==> src/rtl/led_pattern_gen.sv <==
// ---------------------------------------------------------------------------
// led_pattern_gen
// Run-time programmable running-light generator for LED_NUM active-low LEDs.
// Four patterns: rotate left, rotate right, bounce and fill bar. Step period
// and pause are programmable. Step and wrap strobes let a buzzer or segment
// display follow the pattern.
//
// Ports
//   sys_clk    : system clock, rising edge
//   sys_rst_n  : asynchronous active-low reset
//   mode       : 00 rotate left, 01 rotate right, 10 bounce, 11 fill
//   run_en     : 1 = advance, 0 = freeze counter and pattern
//   period     : clocks per step (0 behaves as 1)
//   led_out    : registered LED drive, active-low (0 = lit)
//   step_tick  : registered one-cycle pulse on every pattern step
//   wrap       : registered one-cycle pulse when the pattern returns to start
// ---------------------------------------------------------------------------
module led_pattern_gen #(
    parameter int unsigned LED_NUM   = 4,
    parameter int unsigned CNT_WIDTH = 25
) (
    input  logic                 sys_clk,
    input  logic                 sys_rst_n,
    input  logic [1:0]           mode,
    input  logic                 run_en,
    input  logic [CNT_WIDTH-1:0] period,
    output logic [LED_NUM-1:0]   led_out,
    output logic                 step_tick,
    output logic                 wrap
);

    localparam int unsigned POS_W  = $clog2(LED_NUM + 1);
    localparam int unsigned FILL_W = LED_NUM + 1;

    localparam logic [POS_W-1:0]   POS_LAST    = POS_W'(LED_NUM - 1);
    localparam logic [POS_W-1:0]   POS_FULL    = POS_W'(LED_NUM);
    localparam logic [LED_NUM-1:0] LED_START_N = ~LED_NUM'(1);

    typedef enum logic [1:0] {
        MODE_ROL    = 2'b00,
        MODE_ROR    = 2'b01,
        MODE_BOUNCE = 2'b10,
        MODE_FILL   = 2'b11
    } mode_t;

    typedef enum logic {
        DIR_UP   = 1'b0,
        DIR_DOWN = 1'b1
    } dir_t;

    // Registered state
    logic [CNT_WIDTH-1:0] cnt_q;
    logic [POS_W-1:0]     pos_q;
    dir_t                 dir_q;
    mode_t                mode_q;

    // Next-state values
    logic [CNT_WIDTH-1:0] cnt_d;
    logic [POS_W-1:0]     pos_d;
    dir_t                 dir_d;
    mode_t                mode_d;
    logic [LED_NUM-1:0]   led_d;
    logic                 tick_d;
    logic                 wrap_d;

    // Decoded conditions
    mode_t                mode_in;
    logic [CNT_WIDTH-1:0] period_eff;
    logic                 step_due;
    logic                 mode_chg;
    logic                 pos_bad;

    // Lit-LED pattern for a given mode and position. In fill mode pos counts
    // steps from the start state, so the lit count is pos+1, folding to 0
    // at pos = LED_NUM (all off). This keeps pos = 0 as the common start
    // state showing bit0 lit in every mode.
    function automatic logic [LED_NUM-1:0] lit_pattern(
        input mode_t            m,
        input logic [POS_W-1:0] p
    );
        logic [FILL_W-1:0] fill;
        logic [POS_W-1:0]  k;
        lit_pattern = LED_NUM'(1) << p;
        fill        = '0;
        k           = '0;
        if (m == MODE_FILL) begin
            k           = (p == POS_FULL) ? '0 : p + POS_W'(1);
            fill        = (FILL_W'(1) << k) - FILL_W'(1);
            lit_pattern = fill[LED_NUM-1:0];
        end
    endfunction

    // Step timing, mode-change and illegal-position detection.
    // The >= compare lets a mid-count period decrease step on the next edge.
    always_comb begin
        mode_in    = mode_t'(mode);
        period_eff = (period == '0) ? CNT_WIDTH'(1) : period;
        step_due   = run_en && (cnt_q >= (period_eff - CNT_WIDTH'(1)));
        mode_chg   = (mode_in != mode_q);
        pos_bad    = (mode_q == MODE_FILL) ? (pos_q > POS_FULL)
                                           : (pos_q > POS_LAST);
    end

    // Next-state and output logic
    always_comb begin
        cnt_d  = cnt_q;
        pos_d  = pos_q;
        dir_d  = dir_q;
        mode_d = mode_q;
        tick_d = 1'b0;
        wrap_d = 1'b0;

        if (mode_chg) begin
            // Restart silently in the new mode, even while paused
            cnt_d  = '0;
            pos_d  = '0;
            dir_d  = DIR_UP;
            mode_d = mode_in;
        end else if (pos_bad) begin
            cnt_d = '0;
            pos_d = '0;
            dir_d = DIR_UP;
        end else if (step_due) begin
            cnt_d  = '0;
            tick_d = 1'b1;
            case (mode_q)
                MODE_ROL: begin
                    if (pos_q == POS_LAST) begin
                        pos_d  = '0;
                        wrap_d = 1'b1;
                    end else begin
                        pos_d = pos_q + POS_W'(1);
                    end
                end
                MODE_ROR: begin
                    pos_d  = (pos_q == '0) ? POS_LAST : pos_q - POS_W'(1);
                    wrap_d = (pos_q == POS_W'(1));
                end
                MODE_BOUNCE: begin
                    // Endpoints shown once per pass: turn on arrival
                    if (dir_q == DIR_UP) begin
                        pos_d = pos_q + POS_W'(1);
                        if (pos_d == POS_LAST) begin
                            dir_d = DIR_DOWN;
                        end
                    end else begin
                        pos_d = pos_q - POS_W'(1);
                        if (pos_d == '0) begin
                            dir_d  = DIR_UP;
                            wrap_d = 1'b1;
                        end
                    end
                end
                MODE_FILL: begin
                    if (pos_q == POS_FULL) begin
                        pos_d  = '0;
                        wrap_d = 1'b1;
                    end else begin
                        pos_d = pos_q + POS_W'(1);
                    end
                end
                default: begin
                    pos_d = '0;
                end
            endcase
        end else if (run_en) begin
            cnt_d = cnt_q + CNT_WIDTH'(1);
        end

        // Display follows the next state so led_out updates with the strobes
        led_d = ~lit_pattern(mode_d, pos_d);
    end

    // State and output registers
    always_ff @(posedge sys_clk or negedge sys_rst_n) begin
        if (!sys_rst_n) begin
            cnt_q     <= '0;
            pos_q     <= '0;
            dir_q     <= DIR_UP;
            mode_q    <= MODE_ROL;
            led_out   <= LED_START_N;
            step_tick <= 1'b0;
            wrap      <= 1'b0;
        end else begin
            cnt_q     <= cnt_d;
            pos_q     <= pos_d;
            dir_q     <= dir_d;
            mode_q    <= mode_d;
            led_out   <= led_d;
            step_tick <= tick_d;
            wrap      <= wrap_d;
        end
    end

endmodule

==> config.mk <==
export PLATFORM = sky130hd
export DESIGN_NAME = led_pattern_gen
export DESIGN_NICKNAME = d
export VERILOG_FILES = /design/src/rtl/led_pattern_gen.sv
export SDC_FILE = /design/constraint.sdc
export NUM_CORES = 1
export LEC_CHECK = 0
export ABC_AREA = 1
export CAP_MARGIN = 10
export CORE_ASPECT_RATIO = 2
export CORE_MARGIN = 4
export CORE_UTILIZATION = 55
export DETAILED_ROUTE_END_ITERATION = 16
export HOLD_SLACK_MARGIN = 0.02
export PLACE_DENSITY = 0.82
export SLEW_MARGIN = 20
export SYNTH_ARGS = -nofsm -noshare
export SYNTH_HDL_FRONTEND = slang
export SYNTH_SLANG_ARGS = --single-unit
==> constraint.sdc <==
create_clock -name sys_clk -period 3.29 [get_ports sys_clk]
set_input_delay 0.329 -clock sys_clk [delete_from_list [all_inputs] [get_ports sys_clk]]
set_output_delay 0.329 -clock sys_clk [all_outputs]
set_load 0.01 [all_outputs]
# After elaboration in Yosys (flattened, before gate mapping)

Index checks and enable logic that the tools add are counted.

Bits in registers: 37
Output and inout bits: 6
Word-level logic and storage cells: 73
Input port bits: 30

Shift operators: 2
Bitwise logic cells: 1
$add $sub $neg: 6
Mux-type cells: 35
Reduce and logical (&&, ||, !) cells: 9
Magnitude comparators: 3
Equality and inequality tests: 10

Operators with widths:

| operator                                                       | number |
|---|---|
| 2-to-1 mux 25 bit                                              | 5 |
| adder 25 x 1 -> 25 bit (second input constant)                 | 1 |
| >= comparator 25 bit                                           | 1 |
| logical NOT 25 bit                                             | 1 |
| subtractor 25 x 1 -> 25 bit (second input constant)            | 1 |
| 2-to-1 mux 3 bit                                               | 8 |
| 2-to-1 mux 1 bit                                               | 18 |
| case mux 3 bit (4 select lines)                                | 1 |
| << shifter 1 x 3 -> 4 bit (first input constant)               | 2 |
| adder 3 x 1 -> 3 bit (second input constant)                   | 2 |
| equality test 2 bit (second input constant)                    | 3 |
| equality test 3 x 2 -> 1 bit (second input constant)           | 2 |
| equality test 3 bit (second input constant)                    | 2 |
| logical NOT 3 bit                                              | 2 |
| nonzero test 3 bit                                             | 2 |
| 2-to-1 mux 4 bit                                               | 1 |
| inverter 4 bit                                                 | 1 |
| case mux 1 bit (4 select lines)                                | 1 |
| nonzero test 4 bit                                             | 1 |
| subtractor 4 x 2 -> 4 bit (second input constant)              | 1 |
| equality test 3 x 1 -> 1 bit (second input constant)           | 1 |
| greater-than comparator 3 x 2 -> 1 bit (second input constant) | 1 |
| greater-than comparator 3 bit (second input constant)          | 1 |
| subtractor 3 x 1 -> 3 bit (second input constant)              | 1 |
| other kinds (6)                                                | 6 |

# Logic depth before layout (Yosys ltp)

Word-level depth: 14
Gate-level depth with buffers: 38
Depth with buffers taken out: 38

# Least setup slack after synthesis

Ideal clock, no wire load.

Path type: input -> register
From: in period[11]
To: reg led_out[1]
Buffers on the path: 0
Stages: 34
Required time: 3.212 ns
Setup time: 0.078 ns
Arrival: 4.421 ns
Slack: -1.209 ns
Cells stage by stage: inv_1 > nand3_1 > nor2_1 > a31oi_4 > ha_1 > nand2_1 > nor2_2 > nand4_1 > nor3_1 > nand2_1 > inv_2 > nand3_1 > xor2_1 > ha_1 > nand2_1 > inv_1 > nand2_1 > nand2_1 > nand2_1 > nand2_1 > a21oi_1 > nand3_1 > nand2_1 > nand2_1 > o21ai_0 > inv_1 > ha_1 > inv_1 > nand3_1 > nand2_1 > inv_1 > ha_1 > o21ai_0 > inv_1

Cells in the longest elaborated chain, start to end: 14
Elaborated cells between the ends (all ways): 16
Those cells by class: 3 x add/sub; 1 x order compare; 1 x eq/ne; 2 x shift; 6 x mux; 1 x bitwise; 2 x reduce/logical

Ends and longest elaborated chain:

| item                                                        | line | text |
|---|---|---|
| from (decl)                                                 | 26   | `input logic [CNT_WIDTH-1:0] period,` |
| logical NOT 25 bit                                          | 97   | `period_eff = (period == '0) ? CNT_WIDTH'(1) : period;` |
| 2-to-1 mux 25 bit (*)                                       | 97   |  |
| subtractor 25 x 1 -> 25 bit (*)                             | 98   | `step_due = run_en && (cnt_q >= (period_eff - CNT_WIDTH'(1)));` |
| >= comparator 25 bit (*)                                    | 98   |  |
| logical AND 1 bit (*)                                       | 98   |  |
| 2-to-1 mux 3 bit (*)                                        | 123  | `end else if (step_due) begin` |
| 2-to-1 mux 3 bit (*)                                        | 119  | `end else if (pos_bad) begin` |
| 2-to-1 mux 3 bit (*)                                        | 113  | `if (mode_chg) begin` |
| net pos_d[1]                                                | 59   | `logic [POS_W-1:0] pos_d;` |
| adder 3 x 1 -> 3 bit or equality test 3 bit (tied branches) | 87   | `k = (p == POS_FULL) ? '0 : p + POS_W'(1);` |
| 2-to-1 mux 3 bit                                            | 87   |  |
| << shifter 1 x 3 -> 4 bit                                   | 88   | `fill = (FILL_W'(1) << k) - FILL_W'(1);` |
| subtractor 4 x 2 -> 4 bit                                   | 88   |  |
| 2-to-1 mux 4 bit (*)                                        | 86   | `if (m == MODE_FILL) begin` |
| inverter 4 bit (*)                                          | 171  | `led_d = ~lit_pattern(mode_d, pos_d);` |
| net led_d[1]                                                | 62   | `logic [LED_NUM-1:0] led_d;` |
| to (signal assigned)                                        | 189  | `led_out <= led_d;` |
| to (decl)                                                   | 27   | `output logic [LED_NUM-1:0] led_out,` |

Mark *: on every way through the listed nets, which the timed path passes. The rest lies on a longest branch.
A chain may end at the register's enable or synchronous reset.

# Worst setup path in the final report

From: in period[4]
To: reg led_out[1]

Same word-level chain as after synthesis.

==> reports/summary.txt <==
Antenna cells = 0
Max rail drop VDD = 0.322 mV
CTS tree = built
CP Data Arrival Time = 4.57 ns
RR Startpoint = cnt_q[3]
Pin count of the biggest net entering global routing = 38
Nets = 697
Compound-Gate Fraction of Synth Area = 0.0717
Slowest CP cell = ha_4
Gr busiest metal = met2
Post-synth EDFFs = 0
Post-Synthesis Cells = 488
Finished Layout Cells = 714
Crit path kind = in2reg
First-pass GRT wire length = 17.8 mm
Syn nets = 558
CP Launch Type = input pin
Longest Clk Path Bufs = 2
Final setup fails = 35
Setup slack after layout = -1.06 ns
Post-synthesis sequential area ratio = 0.264
Slew Limit Headroom = 0.428
Post-route ant nets = 0
Largest stage delay on the critical path = 0.28 ns
Core Area = 0.00626 mm^2
FF+latch area = 930 um^2
Max Cap Viol = 0
Outcome = finished, violations left
Yosys warns = 0
Final Hold Fails = 0
Critical Path RT = 3.51 ns
Global Route Usage Sum = 0.288
Flops & latches, synth = 37
Slew Limit Fails = 0
Routed vias = 4089
Pre-CTS setup slack = -1.92 ns
Global route overflow = 0
Number of DRC markers in iteration 0 = 298
TritonRoute pass-1 iters = 5
FFs w/ async S/R, synth = 1.00
Commonest cells in the synthesized netlist = 101 x nand2_1, 72 x nor2_1, 56 x inv_1, 40 x ha_1, 34 x dfrtp_1
GR Util met2 = 0.565
Initial Util = 0.563
Cells after DPL = 669
Syn Area/Cell = 7.23 um^2
Reg2reg end = led_out[0]
Initial antenna violation count = 0
GP Congestion = 0.880
Post-synthesis mux area share = 0.00284
Clock sink count = 37
Most frequent cell after synthesis = nand2_1
Main combinational cell family by area after synthesis = simple AND/OR/NAND/NOR gates
Fin crit share = 1.32
Post-CTS Hold Buffers = 0
RSZ-0062 raised after global routing = yes
I/O Buffers = 35
Clock-pin slew of the registers on the worst-case setup and hold paths = 0.06 ns
DRC errors left = 0
Top-Level Pins = 36
Num CTS Buffers = 5
CP max FO = 5
R2R Setup Slk = 0.21 ns
Multi-input gate area = 0.00274 mm^2
Share of layout cells above drive strength 1 = 0.400
Power Total = 1250 uW
Critical path endpoint = led_out[1]
Routing usage on met3 = 0.0250
Synth top area share = 0.241
Yosys cell types = 39
Reg2Reg Depth = 18
Crit path time final = 4.35 ns
Die Width = 64.6 um
HPWL Detailed = 7.53 mm
Wire per inst = 17.7 um
Area of the die = 0.00783 mm^2
Vias per inst = 5.73
Leakage = 0.00254 uW
Syn-to-layout area delta = 51.7%
Die Span Y = 121 um
Simple-gate share of the synthesized area = 0.356
Rows = 41
Main synth FF type = dfrtp_1
Failing checks = setup timing
Worst-Margin Slew = 0.858 ns
Grt met1 use = 0.268
Pwr Density = 234 mW/mm^2
Yosys top cell by area = dfrtp_1
Top cells by area, synth = dfrtp_1 24%, ha_1 14%, nand2_1 11%, nor2_1 7.7%, xor2_1 6.2%
Share of the synthesized netlist area taken by xor and xnor gates = 0.0894
FMAX = 230 MHz
Hold Crit Class = in2async
Clk root buf = clkbuf_16
Final WL = 12.6 mm
# fillers = 309
Post-Synthesis Cell Area = 0.00353 mm^2
Clk_skew = 0.00965 ns
Number of global-route vias before repair = 4168
Setup_tns = -14.54 ns
H-tree levels = 2
Clock Latency Late Sink = 0.29 ns
Adder and majority cell fraction of the synthesized area = 0.142
Critical Path Start = period[4]
Critical path endpoint category = flop
==> how the worst min path moves through the flow <==
| stage | startpoint | end | slack (ns) | cells after the start |
|---|---|---|---|---|
| 2_1_floorplan | sys_rst_n | cnt_q[0] | 0.03 | 0 |
| 3_3_place_gp | sys_rst_n | cnt_q[6] | 0.46 | 1 |
| 3_5_place_dp | sys_rst_n | cnt_q[5] | 0.47 | 1 |
| 4_1_cts | sys_rst_n | cnt_q[5] | 0.17 | 1 |
| 5_1_grt | sys_rst_n | cnt_q[5] | 0.20 | 1 |
| 6_report | sys_rst_n | cnt_q[5] | 0.14 | 1 |
==> sequential cells by signal, summed over array words and instances (netlist names) <==
name,count
step_tick,1
cnt_q,25
wrap,1
led_out,4
dir_q,1
mode_q,2
pos_q,3
==> cell type report <==
| type | instances | share of cell area |
|---|---|---|
| Clock buffer | 7 | 0.0267 |
| Clock inverter | 1 | 0.00140 |
| Inverter | 63 | 0.0454 |
| Multi-Input combinational cell | 382 | 0.511 |
| Sequential cell | 37 | 0.174 |
| Tap cell | 86 | 0.0201 |
| Timing Repair Buffer | 138 | 0.221 |
==> where the power goes <==
group	internal, uW	total (uW)	switching (uW)
Sequential	460	464	3.53
Clock	302	495	193
Combinational	141	294	154
==> worst max-delay path, delay by kind of cell <==
| kind | cells | cell delay (ns) |
|---|---|---|
| buf+inv | 8 | 0.82 |
| xor+xnor | 1 | 0.22 |
| simple gates | 17 | 2.17 |
| fa+ha+maj | 3 | 0.78 |
| compound gates | 2 | 0.22 |
==> what timing repair did <==
item | in CTS | in global routing
resized for setup | 159 | 51
cloned | 0 | 1
endpoints found under the setup margin | 35 | 35
buffers inserted | 21 | 15
hold endpoints to repair | 0 | 0
pin swaps | 43 | 41
==> layout by cell type, fill, tap and decap left out, types with 4 or more instances in the layout <==
master | Yosys | final
buf_4 | 0 | 97
nand2_1 | 101 | 86
nor2_1 | 72 | 52
inv_1 | 56 | 47
ha_1 | 40 | 34
dfrtp_1 | 34 | 34
xor2_1 | 25 | 24
buf_6 | 0 | 21
nand3_1 | 26 | 19
a21oi_1 | 21 | 18
nor2_2 | 6 | 17
nand2_2 | 6 | 17
inv_2 | 6 | 13
nand4_1 | 13 | 13
nor2_4 | 3 | 12
xnor2_1 | 11 | 11
nor3_2 | 5 | 9
clkdlybuf4s50_1 | 0 | 9
nand3_2 | 4 | 8
nor3_1 | 14 | 7
o21ai_0 | 9 | 6
ha_4 | 0 | 6
clkbuf_16 | 0 | 6
nand2_4 | 1 | 5
nor3_4 | 2 | 5
buf_2 | 4 | 5
buf_8 | 0 | 4
==> through the flow <==
stage | instance area [um^2] | hold WS [ns] | util
finish | 5350 | 0.142 | 0.855
global route | 5350 | 0.198 | 0.855
CTS | 4980 | 0.166 | 0.796
detailed placement | 4570 | 0.475 | 0.730
global placement | 4570 | 0.458 | 0.730
floorplan | 3650 | 0.0334 | -
==> logic make-up after synthesis <==
family / count (synthesis)
simple gates: 263
buf+inv: 69
compound gates: 42
fa+ha+maj: 40
flops: 37
xor+xnor: 36
mux: 1
==> metal layers <==
layer  routed length, um  share of wire
met5                   0              0
met4                 856          0.068
met3                 550          0.044
met2                7020           0.56
met1                4210           0.33
(Power assumes the default switching activity.)
